## config.mk

```make
export PLATFORM = sky130hd
export DESIGN_NAME = sram_arbiter_flat
export DESIGN_NICKNAME = d
export VERILOG_FILES = /design/src/rtl/sram_arbiter_if.sv /design/src/rtl/sram_arbiter.sv /design/src/flat_wrapper.sv
export SDC_FILE = /design/constraint.sdc
export NUM_CORES = 1
export LEC_CHECK = 0
export ABC_AREA = 1
export CAP_MARGIN = 30
export CORE_ASPECT_RATIO = 1.75
export CORE_MARGIN = 1
export CORE_UTILIZATION = 38
export CTS_BUF_LIST = sky130_fd_sc_hd__clkbuf_16
export DETAILED_ROUTE_END_ITERATION = 12
export PLACE_DENSITY = 0.86
export SLEW_MARGIN = 20
export SYNTH_ARGS = -nofsm -noshare
export SYNTH_HDL_FRONTEND = slang
export SYNTH_SLANG_ARGS = --single-unit
```

## constraint.sdc

```tcl
create_clock -name clk_100 -period 1.4 [get_ports clk_100]
set_input_delay 0.14 -clock clk_100 [delete_from_list [all_inputs] [get_ports clk_100]]
set_output_delay 0.14 -clock clk_100 [all_outputs]
set_load 0.05 [all_outputs]
```

## src/rtl/sram_arbiter_if.sv

```systemverilog
// sram_arbiter_if: CPU port, video port and SRAM pin signals of sram_arbiter.
interface sram_arbiter_if #(
  parameter int ADDR_W = 21,
  parameter int DATA_W = 8
);
  logic              cpu_req;
  logic              cpu_we;
  logic [ADDR_W-1:0] cpu_addr;
  logic [DATA_W-1:0] cpu_wdata;
  logic [DATA_W-1:0] cpu_rdata;
  logic              cpu_ack;
  logic              vid_req;
  logic [ADDR_W-1:0] vid_addr;
  logic [DATA_W-1:0] vid_rdata;
  logic              vid_ack;
  logic [ADDR_W-1:0] SRAM_ADDR;
  logic [DATA_W-1:0] sram_dq_i;
  logic [DATA_W-1:0] sram_dq_o;
  logic              sram_dq_oe;
  logic              SRAM_WE_n;
  modport slave (
    input  cpu_req, cpu_we, cpu_addr, cpu_wdata, vid_req, vid_addr, sram_dq_i,
    output cpu_rdata, cpu_ack, vid_rdata, vid_ack, SRAM_ADDR, sram_dq_o, sram_dq_oe, SRAM_WE_n
  );
  modport master (
    output cpu_req, cpu_we, cpu_addr, cpu_wdata, vid_req, vid_addr, sram_dq_i,
    input  cpu_rdata, cpu_ack, vid_rdata, vid_ack, SRAM_ADDR, sram_dq_o, sram_dq_oe, SRAM_WE_n
  );
endinterface

```

## src/rtl/sram_arbiter.sv

```systemverilog
// sram_arbiter: shares an async SRAM between CPU (rd/wr) and video (rd) with registered strobes.
// Define SRAM_ARB_VID_PRIO_EN for strict video priority instead of round-robin.
module sram_arbiter #(
  parameter int ADDR_W  = 21,
  parameter int DATA_W  = 8,
  parameter int RD_WAIT = 2,
  parameter int WR_WAIT = 2
) (
  input logic           clk_100,
  input logic           reset,
  sram_arbiter_if.slave bus
);
  localparam int CW = $clog2((RD_WAIT > WR_WAIT ? RD_WAIT : WR_WAIT) + 1);
  typedef enum logic [2:0] {IDLE, RD, WR_SETUP, WR_PULSE, WR_HOLD, DONE} state_t;
  state_t            state_q, state_d;
  logic [CW-1:0]     cnt_q, cnt_d;
  logic              gnt_vid_q, gnt_vid_d, last_vid_q, last_vid_d;
  logic [ADDR_W-1:0] addr_q, addr_d;
  logic [DATA_W-1:0] dq_o_q, dq_o_d, cpu_rdata_q, cpu_rdata_d, vid_rdata_q, vid_rdata_d;
  logic              we_n_q, we_n_d, oe_q, oe_d, cpu_ack_q, cpu_ack_d, vid_ack_q, vid_ack_d;
  logic              pick_vid;
`ifdef SRAM_ARB_VID_PRIO_EN
  assign pick_vid = bus.vid_req;
`else
  assign pick_vid = bus.vid_req & (~bus.cpu_req | ~last_vid_q);
`endif
  always_ff @(posedge clk_100 or posedge reset)
    if (reset) begin
      state_q     <= IDLE;
      cnt_q       <= '0;
      gnt_vid_q   <= 1'b0;
      last_vid_q  <= 1'b0;
      addr_q      <= '0;
      dq_o_q      <= '0;
      cpu_rdata_q <= '0;
      vid_rdata_q <= '0;
      we_n_q      <= 1'b1;
      oe_q        <= 1'b0;
      cpu_ack_q   <= 1'b0;
      vid_ack_q   <= 1'b0;
    end else begin
      state_q     <= state_d;
      cnt_q       <= cnt_d;
      gnt_vid_q   <= gnt_vid_d;
      last_vid_q  <= last_vid_d;
      addr_q      <= addr_d;
      dq_o_q      <= dq_o_d;
      cpu_rdata_q <= cpu_rdata_d;
      vid_rdata_q <= vid_rdata_d;
      we_n_q      <= we_n_d;
      oe_q        <= oe_d;
      cpu_ack_q   <= cpu_ack_d;
      vid_ack_q   <= vid_ack_d;
    end
  always_comb begin
    state_d     = state_q;
    cnt_d       = cnt_q;
    gnt_vid_d   = gnt_vid_q;
    last_vid_d  = last_vid_q;
    addr_d      = addr_q;
    dq_o_d      = dq_o_q;
    cpu_rdata_d = cpu_rdata_q;
    vid_rdata_d = vid_rdata_q;
    case (state_q)
      IDLE: if (bus.cpu_req || bus.vid_req) begin
        gnt_vid_d  = pick_vid;
        last_vid_d = pick_vid;
        addr_d     = pick_vid ? bus.vid_addr : bus.cpu_addr;
        if (!pick_vid && bus.cpu_we) begin
          state_d = WR_SETUP;
          dq_o_d  = bus.cpu_wdata;
        end else begin
          state_d = RD;
          cnt_d   = CW'(RD_WAIT - 1);
        end
      end
      RD: if (cnt_q == '0) begin
        state_d     = DONE;
        vid_rdata_d = gnt_vid_q ? bus.sram_dq_i : vid_rdata_q;
        cpu_rdata_d = gnt_vid_q ? cpu_rdata_q : bus.sram_dq_i;
      end else cnt_d = cnt_q - 1'b1;
      WR_SETUP: begin
        state_d = WR_PULSE;
        cnt_d   = CW'(WR_WAIT - 1);
      end
      WR_PULSE: if (cnt_q == '0) state_d = WR_HOLD; else cnt_d = cnt_q - 1'b1;
      WR_HOLD: state_d = DONE;
      default: state_d = IDLE;
    endcase
  end
  // Outputs are decoded from the next state so every pin comes straight off a flop.
  always_comb begin
    we_n_d    = state_d != WR_PULSE;
    oe_d      = state_d inside {WR_SETUP, WR_PULSE, WR_HOLD};
    cpu_ack_d = state_d == DONE && !gnt_vid_d;
    vid_ack_d = state_d == DONE && gnt_vid_d;
  end
  assign bus.SRAM_ADDR  = addr_q;
  assign bus.sram_dq_o  = dq_o_q;
  assign bus.sram_dq_oe = oe_q;
  assign bus.SRAM_WE_n  = we_n_q;
  assign bus.cpu_rdata  = cpu_rdata_q;
  assign bus.vid_rdata  = vid_rdata_q;
  assign bus.cpu_ack    = cpu_ack_q;
  assign bus.vid_ack    = vid_ack_q;
endmodule

```

## src/flat_wrapper.sv

```systemverilog
// flat-port wrapper written by rule: the top's interface ports become plain ports
module sram_arbiter_flat 
#(
  parameter int ADDR_W  = 21,
  parameter int DATA_W  = 8,
  parameter int RD_WAIT = 2,
  parameter int WR_WAIT = 2
)
  (clk_100, reset, bus_cpu_req, bus_cpu_we, bus_cpu_addr, bus_cpu_wdata, bus_vid_req, bus_vid_addr, bus_sram_dq_i, bus_cpu_rdata, bus_cpu_ack, bus_vid_rdata, bus_vid_ack, bus_SRAM_ADDR, bus_sram_dq_o, bus_sram_dq_oe, bus_SRAM_WE_n);
  sram_arbiter_if #(.ADDR_W(ADDR_W), .DATA_W(DATA_W)) bus_i ();
  input logic clk_100;
  input logic reset;
  input wire logic [$bits(bus_i.cpu_req)-1:0] bus_cpu_req;
  input wire logic [$bits(bus_i.cpu_we)-1:0] bus_cpu_we;
  input wire logic [$bits(bus_i.cpu_addr)-1:0] bus_cpu_addr;
  input wire logic [$bits(bus_i.cpu_wdata)-1:0] bus_cpu_wdata;
  input wire logic [$bits(bus_i.vid_req)-1:0] bus_vid_req;
  input wire logic [$bits(bus_i.vid_addr)-1:0] bus_vid_addr;
  input wire logic [$bits(bus_i.sram_dq_i)-1:0] bus_sram_dq_i;
  output wire logic [$bits(bus_i.cpu_rdata)-1:0] bus_cpu_rdata;
  output wire logic [$bits(bus_i.cpu_ack)-1:0] bus_cpu_ack;
  output wire logic [$bits(bus_i.vid_rdata)-1:0] bus_vid_rdata;
  output wire logic [$bits(bus_i.vid_ack)-1:0] bus_vid_ack;
  output wire logic [$bits(bus_i.SRAM_ADDR)-1:0] bus_SRAM_ADDR;
  output wire logic [$bits(bus_i.sram_dq_o)-1:0] bus_sram_dq_o;
  output wire logic [$bits(bus_i.sram_dq_oe)-1:0] bus_sram_dq_oe;
  output wire logic [$bits(bus_i.SRAM_WE_n)-1:0] bus_SRAM_WE_n;
  assign bus_i.cpu_req = bus_cpu_req;
  assign bus_i.cpu_we = bus_cpu_we;
  assign bus_i.cpu_addr = bus_cpu_addr;
  assign bus_i.cpu_wdata = bus_cpu_wdata;
  assign bus_i.vid_req = bus_vid_req;
  assign bus_i.vid_addr = bus_vid_addr;
  assign bus_i.sram_dq_i = bus_sram_dq_i;
  assign bus_cpu_rdata = bus_i.cpu_rdata;
  assign bus_cpu_ack = bus_i.cpu_ack;
  assign bus_vid_rdata = bus_i.vid_rdata;
  assign bus_vid_ack = bus_i.vid_ack;
  assign bus_SRAM_ADDR = bus_i.SRAM_ADDR;
  assign bus_sram_dq_o = bus_i.sram_dq_o;
  assign bus_sram_dq_oe = bus_i.sram_dq_oe;
  assign bus_SRAM_WE_n = bus_i.SRAM_WE_n;
  sram_arbiter #(.ADDR_W(ADDR_W), .DATA_W(DATA_W), .RD_WAIT(RD_WAIT), .WR_WAIT(WR_WAIT)) u_core (.clk_100(clk_100), .reset(reset), .bus(bus_i));
endmodule
```

Word-level counts from Yosys, hierarchy flattened
Cells that the tools add are included. Widths: inputs -> output; s select.

Register bits after elaboration: 56. Bits in latches: 0. RAM bits: 0. Bits in read-only memories: 0. Memories: 0.

$add $sub $neg: 1. Multiply operators: 0. Divide/modulo/power cells: 0. Order comparisons: 0. Equal/unequal tests: 12. Shift-type cells: 0. Muxes and demuxes: 12. Bitwise gates (word level): 5. Reductions and logical operators: 16.

Operators with widths (number): $mux 21 (1); $pmux 3 s5 (1); $eq 3x2->1 const B (4); $eq 3x3->1 const B (3); $mux 3 (3); $reduce_and 3->1 (3); $mux 2 (4); $pmux 2 s3 (1); $reduce_bool 3->1 (2); $ne 2x2->1 const B (2); $reduce_and 4->1 (1); $eq 3x1->1 const B (1); $logic_and 1x1->1 (3); $logic_not 3->1 (1); $ne 3x2->1 const B (1); $not 1->1 (3); $logic_not 1->1 (2); $logic_not 2->1 (1); $mux 1 (2); $ne 2x1->1 const B (1); $reduce_and 2->1 (1); $reduce_or 2->1 (1); $sub 2x1->2 const B (1); $and 1x1->1 (1); 2 further kinds (2).

Longest topological paths before layout
Gate-level depths: netlist (run 1).

Depth after elaboration: 10. Gate-level depth with buffers: 8.

Worst setup path before layout (run 1)
OpenSTA, ideal clock, no wires.

Kind: register -> register. From: reg u_core.cnt_q[0]. To: reg u_core.cpu_rdata_q[0] (netlist: u_core.bus.cpu_rdata[0]). Library setup time: 0.119 ns. Arrival time: 1.308 ns. Required time: 1.281 ns. Slack: -0.027 ns. Stages on the path, launching flop included: 9. Buffers on the path: 1. Clock period less this slack: 1.427 ns. Cell sequence: dfrtp_1 inv_1 ha_1 inv_1 nor3_4 nand2_4 buf_6 nand2_2 o21ai_2.

Cells in the longest elaborated chain, start to end: 2.

RTL lines: start, declared (line sram_arbiter.sv:16) `logic [CW-1:0] cnt_q, cnt_d;`; start signal, assigned (line sram_arbiter.sv:43) `cnt_q <= cnt_d;`; $logic_not 2->1 (line sram_arbiter.sv:77) `RD: if (cnt_q == '0) begin`; $reduce_and 3->1 (no line); end signal, assigned (line sram_arbiter.sv:48) `cpu_rdata_q <= cpu_rdata_d;`; end, declared (line sram_arbiter.sv:19) `logic [DATA_W-1:0] dq_o_q, dq_o_d, cpu_rdata_q, cpu_rdata_d, vid_rdata_q, vid_rdata_d;`.

Every way passes these cells. A chain may end at the register's enable or synchronous reset.

Worst setup path in the final report (run 1)
From: reg u_core.state_q[2]. To: reg u_core.dq_o_q[3] (netlist: u_core.bus.sram_dq_o[3]).

Cells in the longest elaborated chain, start to end: 2.

RTL lines: start, declared (line sram_arbiter.sv:15) `state_t state_q, state_d;`; start signal, assigned (line sram_arbiter.sv:42) `state_q <= state_d;`; $logic_not 3->1 (line sram_arbiter.sv:64) `case (state_q)`; $reduce_and 3->1 (no line); end signal, assigned (line sram_arbiter.sv:47) `dq_o_q <= dq_o_d;`; end, declared (line sram_arbiter.sv:19).

Every way passes these cells.

==> metrics, run 1 <==
critical path endpoint category=flop; RSZ-0062 raised after global routing=true; number of antenna-violating nets in the routed design=0; GP Congestion=0.742; clk_lat worst skew=0.29 ns; Starting Density=0.402; crit path kind=reg -> reg; H-tree levels=2; Fin. Hold Viols=0; Slew HR=0.697; arrival time worst endpoint=1.64 ns; Final period util=1.01; minimum hold slack=0.257 ns; post-route minimum period=1.42 ns; DP Wirelength=4.90 mm; Final Skew=0.00273 ns; root buf cell=clkbuf_16; Avg WL per Cell=14.7 um; CTS Sinks=56; FILL cells=486; Total GRT Usage=0.213; Post-Syn Area per Cell=9.26 um2; pin count of the biggest net entering global routing=41; Synthesis Warnings=0; Hold Path Class=in -> async; post-route setup slack=-0.0188 ns; count of final setup violators=15; Power Dens Cells=2680 nW/um2; GRT overflow=0; WL final=7.27 mm; status=finished with violations; Post-CTS Hold Fix Bufs=0; Startpoint Class=flop; fin cells=493; Seq/Total Area, Yosys=0.557; maximum VDD drop=0.00141 V; Initial DRC Count=103; area of the multi-input gates=1090 um2; via count=2404; register area=1400 um2; Total Die Area=6970 um2; clk slew on worst S/H paths=0.07 ns; Placement Setup Slack=-0.0855 ns; Avg Vias per Cell=4.88; ANT cells=0; Residual DRC=0; Syn Inst Count=272; share of cells above drive strength 1=0.361; initial antenna violation count=0; Core Region=6280 um2; CTS tree=built; First-pass DRT Iterations=5; # IOs=112; Achievable Freq=705 MHz; syn nets=336; vias in the first global route=2485; Static Leak=2.02 nW; synthesized flop and latch total=56; Port Buffers=111; Slew Viols, Final=0; global-route wire length before repair=11.3 mm; reg2reg path depth=6; MaxCap Viol Count=0; Cell Rows=38; most common cell after layout, fill and taps aside=clkdlybuf4s50_1; Mapped Area=2520 um2; Layout Nets=476; most frequent cells in the layout=clkdlybuf4s50_1 (62), buf_4 (58), dfrtp_1 (54), nand2_1 (44), o21ai_1 (36); crit path max fanout=5; Area Growth Syn to Fin=68.8%; CP required=1.62 ns; placed insts=467; Worst-Margin Slew=0.453 ns; Die H=110 um; clk buf depth=2; die outline width=63.6 um; CTS Buf Count=5; violated checks=negative setup slack; post-synth cell types=25; total power=0.0114 W
==> worst paths after layout <==
check / slack (ns) / from / endpoint
setup / recovery: -0.02 / u_core.state_q[2] / u_core.bus.sram_dq_o[3]
hold / removal: 0.26 / reset / u_core.bus.SRAM_ADDR[20]
setup reg to reg: -0.02 / u_core.state_q[2] / u_core.bus.sram_dq_o[3]
hold reg to reg: 0.48 / u_core.cnt_q[1] / u_core.cnt_q[1]
max in group asynchronous: 0.88 / reset / u_core.bus.SRAM_WE_n
min in group clk_100: 0.41 / bus_cpu_wdata[5] / u_core.bus.sram_dq_o[5]
==> critical path, cell delays in order, from the launching register on <==
cell and delay, ns:
dfrtp_2 0.46, nor2_4 0.12, nand2_2 0.10, nor2_4 0.19, buf_4 0.17, nand3_4 0.13
o21ai_2 0.18
==> per-layer routing <==
layer / vias up / global-route usage / share of wire
met4: 0 / 0.0844 / 0.024
met2: 94 / 0.388 / 0.55
met3: 16 / 0.0581 / 0.052
met1: 1135 / 0.230 / 0.37
li1: 1159 / - / -
met5: - / 0 / 0
==> area by class of cell <==
class | count | area share
clock buffer | 5 | 0.0294
clock inverter | 3 | 0.00883
inverter | 28 | 0.0262
multi-input combinational | 182 | 0.256
sequential | 56 | 0.330
tap | 80 | 0.0235
timing repair buffer | 139 | 0.326
==> power by group <==
group          internal [W]  total, W  leakage [nW]  switching (W)
combinational       0.00265   0.00701          1.25        0.00437
clock              0.000832   0.00138        0.0789       0.000550
sequential          0.00241   0.00302         0.685       0.000604
total               0.00589    0.0114          2.02        0.00552
==> Yosys cell counts <==
cell / n / area (um2)
nand3_1: 5 / 25.0
nand2_2: 8 / 50.1
nand2_4: 2 / 22.5
nor2_1: 27 / 101
clkbuf_1: 4 / 15.0
nand3_4: 1 / 17.5
o21ai_0: 7 / 35.0
inv_1: 26 / 97.6
o21ai_2: 24 / 210
dfstp_2: 1 / 26.3
buf_2: 2 / 10.0
inv_2: 2 / 7.51
buf_4: 2 / 15.0
nand2_1: 56 / 210
buf_6: 3 / 33.8
and2_1: 1 / 6.26
nor2_2: 1 / 6.26
o21ai_1: 36 / 180
nor3_4: 1 / 16.3
nor2_4: 1 / 11.3
ha_1: 1 / 12.5
dfrtp_1: 55 / 1380
nand4_1: 1 / 6.26
o211ai_1: 1 / 7.51
a21oi_1: 4 / 20.0
==> sequential cells by signal (all words and copies together), names as in the netlist <==
| signal | count |
|---|---|
| u_core.bus.SRAM_ADDR | 21 |
| u_core.bus.cpu_rdata | 8 |
| u_core.bus.sram_dq_o | 8 |
| u_core.bus.vid_rdata | 8 |
| u_core.state_q | 3 |
| u_core.cnt_q | 2 |
| u_core.bus.SRAM_WE_n | 1 |
| u_core.bus.cpu_ack | 1 |
| u_core.bus.sram_dq_oe | 1 |
| u_core.bus.vid_ack | 1 |
| u_core.gnt_vid_q | 1 |
| u_core.last_vid_q | 1 |
==> cells by family after synthesis <==
| kind of cell | count (synthesis) | synth area share |
|---|---|---|
| AOI/OAI and AO/OA | 72 | 0.180 |
| adders and majority gates | 1 | 0.00496 |
| buffers and inverters | 39 | 0.0710 |
| DFF | 56 | 0.557 |
| and+or+nand+nor | 104 | 0.188 |
==> metrics by stage <==
stage / area (um2) / TNS, ns / utilization
final: 4250 / -0.0969 / 0.678
after global routing: 4250 / -2.48 / 0.678
after CTS: 4040 / -0.0187 / 0.644
after detailed placement: 3810 / -1.55 / 0.608
after global placement: 3810 / -0.445 / 0.608
after floorplan: 2520 / 0 / -
==> repair_timing <==
| action | 4_1_cts | 5_1_grt |
|---|---|---|
| gates resized for setup | 5 | 34 |
| gates cloned | 2 | 3 |
| setup buffers | 4 | 9 |
| hold endpoints to repair | 0 | 0 |
| setup endpoints to repair | 17 | 43 |
| pin swaps | 2 | 8 |
No activity file was read; power rests on OpenSTA's default activity.
==> run 2, diff against run 1 <==
--- a/config.mk
+++ b/config.mk
@@ -8,11 +8,11 @@
 export ABC_AREA = 1
 export CAP_MARGIN = 30
 export CORE_ASPECT_RATIO = 1.75
-export CORE_MARGIN = 1
-export CORE_UTILIZATION = 38
+export CORE_MARGIN = 4
+export CORE_UTILIZATION = 42
 export CTS_BUF_LIST = sky130_fd_sc_hd__clkbuf_16
 export DETAILED_ROUTE_END_ITERATION = 12
-export PLACE_DENSITY = 0.86
+export PLACE_DENSITY = 0.89
 export SLEW_MARGIN = 20
 export SYNTH_ARGS = -nofsm -noshare
 export SYNTH_HDL_FRONTEND = slang
==> constraint.sdc (replaced) <==
create_clock -name clk_100 -period 1.44 [get_ports clk_100]
set_input_delay 0.144 -clock clk_100 [delete_from_list [all_inputs] [get_ports clk_100]]
set_output_delay 0.144 -clock clk_100 [all_outputs]
set_load 0.05 [all_outputs]
==> metrics, run 2 (synthesized netlist as in run 1, its figures left out) <==
Avg WL per Cell=15.0 um; Die H=110 um; H-tree levels=2; crit path kind=reg -> reg; Combinational Power Share=0.607; FILL cells=458; Avg Vias per Cell=4.93; die outline width=66.6 um; Internal=0.00506 W; Slew Viols, Final=0; most common cell after layout, fill and taps aside=clkdlybuf4s50_1; number of antenna-violating nets in the routed design=0; MaxCap Viol Count=0; CTS tree=built; GP Congestion=0.752; Total GRT Usage=0.196; # IOs=112; Hold Path Class=in -> async; Startpoint Class=flop; Sequential Power Share=0.280; Static Leak=1.91 nW; Sw Share=0.502; Final Skew=0.00669 ns; share of cells above drive strength 1=0.299; WL final=7.15 mm; Power Dens Cells=2580 nW/um2; global-route wire length before repair=11.2 mm; DP Area=3680 um2; Post-CTS Hold Fix Bufs=0; Achievable Freq=721 MHz; Largest register FFs=21; Layout Nets=461; First-pass DRT Iterations=4; root buf cell=clkbuf_16; count of final setup violators=0; beginning of the worst register-to-register path=u_core.state_q[0]; Initial DRC Count=144; crit path max fanout=9; clock power share=0.113; post-route setup slack=0.0530 ns; Port Buffers=111; Worst R2R End=u_core.bus.SRAM_ADDR[17]; vias in the first global route=2402; initial antenna violation count=0; Total Die Area=7350 um2; maximum VDD drop=0.00175 V; Residual DRC=0; pin count of the biggest net entering global routing=57; Worst-Margin Slew=0.307 ns; Fin. Hold Viols=0; Core Region=5830 um2; DP Wirelength=5.21 mm; CTS Buf Count=5; CTS Sinks=56; Final period util=0.963; switching pwr=0.00511 W; reg2reg path depth=7; post-route cell area=3940 um2; ANT cells=0; via count=2345; status=finished clean; Starting Density=0.432; Slew HR=0.795; Placement Setup Slack=-0.0984 ns; setup_tns=0 ns; most frequent cells in the layout=clkdlybuf4s50_1 (62), buf_4 (57), nand2_1 (55), dfrtp_1 (52), o21ai_1 (37); GRT overflow=0; arrival time worst endpoint=1.60 ns; clk slew on worst S/H paths=0.07 ns; worst reg-to-reg setup slack=0.05 ns; Cell Rows=37; clk_lat worst skew=0.29 ns; CP required=1.65 ns; Area Growth Syn to Fin=56.5%; post-route minimum period=1.39 ns; minimum hold slack=0.269 ns; critical path endpoint category=flop; clk buf depth=2
[run 2: cell count changes in the layout (fill, tap and decap cells not counted), sizes merged]
cell | previous run | this run
nand3 | 9 | 7
inv | 27 | 29
bufinv | 1 | 0
buf | 77 | 64
clkbuf | 5 | 6
clkinv | 2 | 1
nand2 | 68 | 67
[run 2: layout make-up]
cell class	instances	area, um2	share of cell area
clock buffer	5	125	0.0317
clock inverter	3	12.5	0.00317
inverter	28	109	0.0276
multi-input combinational	179	988	0.251
sequential	56	1410	0.357
tap	78	97.6	0.0247
timing repair buffer	127	1200	0.306
[run 2: per-stage QoR]
| stage | power, W | utilization | instances |
|---|---|---|---|
| 2_1_floorplan | 0.00679 | - | 272 |
| 3_3_place_gp | 0.00857 | 0.631 | 461 |
| 3_5_place_dp | 0.00875 | 0.631 | 461 |
| 4_1_cts | 0.00997 | 0.657 | 471 |
| 5_1_grt | 0.0108 | 0.676 | 476 |
| 6_report | 0.0102 | 0.676 | 476 |
[run 2: power by group through the flow]
stage	clock [W]	combinational (W)	sequential [W]
finish	0.00115	0.00617	0.00284
global route	0.00125	0.00657	0.00294
CTS	0.00118	0.00596	0.00282
detailed placement	0	0.00593	0.00282
global placement	0	0.00577	0.00280
floorplan	0	0.00170	0.00510
[run 2: routing by layer]
layer / vias to the layer above / track usage / wire length (um) / share of wire
met1: 1103 / 0.224 / 2620 / 0.37
met3: 23 / 0.0509 / 492 / 0.069
met2: 94 / 0.332 / 3780 / 0.53
met4: 0 / 0.0855 / 250 / 0.035
met5: - / 0 / 0 / 0
li1: 1125 / - / - / -
[run 2: worst max-delay path, stage by stage, from the launching register on]
cell     delay (ns)
dfrtp_2        0.44
nor2_4         0.15
nand2_4        0.08
nor2_4         0.13
buf_12         0.14
buf_12         0.11
o21ai_0        0.09
o21ai_1        0.16
[run 2: worst max-delay path by stage]
stage	to	cells past startpoint	startpoint	slack, ns
floorplan	u_core.bus.cpu_rdata[0]	8	u_core.cnt_q[0]	0.01
global placement	u_core.bus.sram_dq_o[4]	6	bus_vid_req	-0.02
detailed placement	u_core.bus.sram_dq_o[5]	6	bus_vid_req	-0.1
CTS	u_core.bus.sram_dq_o[5]	6	u_core.state_q[2]	-0.008
global route	u_core.bus.cpu_rdata[2]	8	u_core.cnt_q[0]	-0.03
finish	u_core.bus.SRAM_ADDR[17]	7	u_core.state_q[0]	0.05
[run 2: timing repair]
action,in CTS,in global routing
hold endpoints to repair,0,0
endpoints found under the setup margin,14,36
buffers inserted,1,3
resized for setup,0,11
cloned,1,2
pin swaps,3,4
==> run 3, diff against run 2 <==
--- a/config.mk
+++ b/config.mk
@@ -9,10 +9,11 @@
 export CAP_MARGIN = 30
 export CORE_ASPECT_RATIO = 1.75
 export CORE_MARGIN = 4
-export CORE_UTILIZATION = 42
+export CORE_UTILIZATION = 55
 export CTS_BUF_LIST = sky130_fd_sc_hd__clkbuf_16
 export DETAILED_ROUTE_END_ITERATION = 12
-export PLACE_DENSITY = 0.89
+export DONT_BUFFER_PORTS = 1
+export PLACE_DENSITY = 0.79
 export SLEW_MARGIN = 20
 export SYNTH_ARGS = -nofsm -noshare
 export SYNTH_HDL_FRONTEND = slang
==> metrics, run 3 (synthesized netlist as in run 1, its figures left out) <==
status=finished clean; RSZ-0062 raised after global routing=true; minimum hold slack=0.0284 ns; GRT overflow=0; area of the multi-input gates=1020 um2; Power Dens Cells=2990 nW/um2; vias in the first global route=2009; placed insts=330; Total GRT Usage=0.210; Largest register FFs=21; Area Growth Syn to Fin=24.4%; Core Region=4400 um2; Placement Setup Slack=-0.0227 ns; Initial DRC Count=61; clk_lat worst skew=0.29 ns; CTS Sinks=56; WL final=6.11 mm; clk slew on worst S/H paths=0.07 ns; Startpoint Class=flop; via count=1991; crit path kind=reg -> reg; share of cells above drive strength 1=0.313; post-route minimum period=1.40 ns; Static Leak=1.51 nW; CTS tree=built; Achievable Freq=712 MHz; Layout Nets=370; Slew Viols, Final=0; die outline width=59.2 um; GP Congestion=0.793; Fin. Hold Viols=0; most frequent cells in the layout=dfrtp_1 (52), nand2_1 (46), o21ai_1 (37), nor2_1 (26); crit path max fanout=8; H-tree levels=2; ANT cells=0; most common cell after layout, fill and taps aside=dfrtp_1; First-pass DRT Iterations=4; utilization after layout=0.712; Starting Density=0.572; CTS Buf Count=5; Avg WL per Cell=17.1 um; Residual DRC=0; Final Skew=0.00879 ns; register area=1410 um2; Port Buffers=0; MaxCap Viol Count=0; Cell Rows=32; DP Wirelength=4.23 mm; CP required=1.62 ns; maximum VDD drop=0.00213 V; number of antenna-violating nets in the routed design=0; post-route setup slack=0.0354 ns; global-route wire length before repair=9.47 mm; arrival time worst endpoint=1.59 ns; clk buf depth=2; fin cells=358; Die H=97.5 um; FILL cells=343; Worst-Margin Slew=0.519 ns; Hold Path Class=in -> reg; root buf cell=clkbuf_16; Final period util=0.975; Slew HR=0.654; critical path endpoint category=flop; pin count of the biggest net entering global routing=22; Avg Vias per Cell=5.56; initial antenna violation count=0; count of final setup violators=0; # IOs=112; Total Die Area=5770 um2
[run 3: stage by stage]
step	area [um2]	power (W)	setup TNS (ns)
global placement	2700	0.00742	0
floorplan	2520	0.00679	0
finish	3140	0.00937	0
CTS	2990	0.00906	-0.0569
global route	3140	0.00989	-0.821
detailed placement	2700	0.00757	-0.184
[run 3: cell type report]
type / count / share of cell area
clock buffers: 5 / 0.0399
multi-input cells: 180 / 0.324
flip-flops and latches: 56 / 0.449
clock inverters: 3 / 0.0148
inverters: 28 / 0.0347
well taps: 51 / 0.0204
repair buffers: 35 / 0.117
[run 3: worst max-delay path, stage by stage (launching register included)]
cell and delay [ns]:
dfrtp_1 0.41, inv_1 0.08, ha_2 0.18, inv_2 0.05, nor3_4 0.15, buf_6 0.14
nand2_4 0.11, nand2_2 0.10, o21ai_2 0.06
[run 3: final timing paths]
path | from | end | slack [ns] | cells after the start
worst min-delay path | bus_vid_addr[14] | u_core.bus.SRAM_ADDR[14] | 0.03 | 2
worst max register to register | u_core.cnt_q[0] | u_core.bus.vid_rdata[0] | 0.04 | 8
max in group asynchronous | reset | u_core.bus.SRAM_ADDR[6] | 0.64 | 3
worst min register to register | u_core.last_vid_q | u_core.last_vid_q | 0.48 | 2
min in group asynchronous | reset | u_core.state_q[2] | 0.36 | 2
worst max-delay path | u_core.cnt_q[0] | u_core.bus.vid_rdata[0] | 0.04 | 8
[run 3: timing repair]
action | CTS | global route
hold buffers | 9 | 0
gates cloned | 2 | 2
hold endpoints to repair | 24 | 0
pin swaps | 4 | 3
endpoints found under the setup margin | 24 | 28
gates resized for setup | 1 | 25
buffers inserted | 2 | 5
[run 3: power breakdown]
group	internal (W)	leakage [nW]	switching [W]
combinational	0.00125	0.748	0.00190
clock	0.000827	0.0804	0.000549
sequential	0.00231	0.683	0.00254
[run 3: per-layer routing]
| metal | part of all wire | GRT usage | vias to the layer above |
|---|---|---|---|
| li1 | - | - | 947 |
| met1 | 0.34 | 0.238 | 961 |
| met2 | 0.57 | 0.362 | 76 |
| met3 | 0.075 | 0.0612 | 7 |
| met4 | 0.017 | 0.0768 | 0 |
| met5 | 0 | 0 | - |
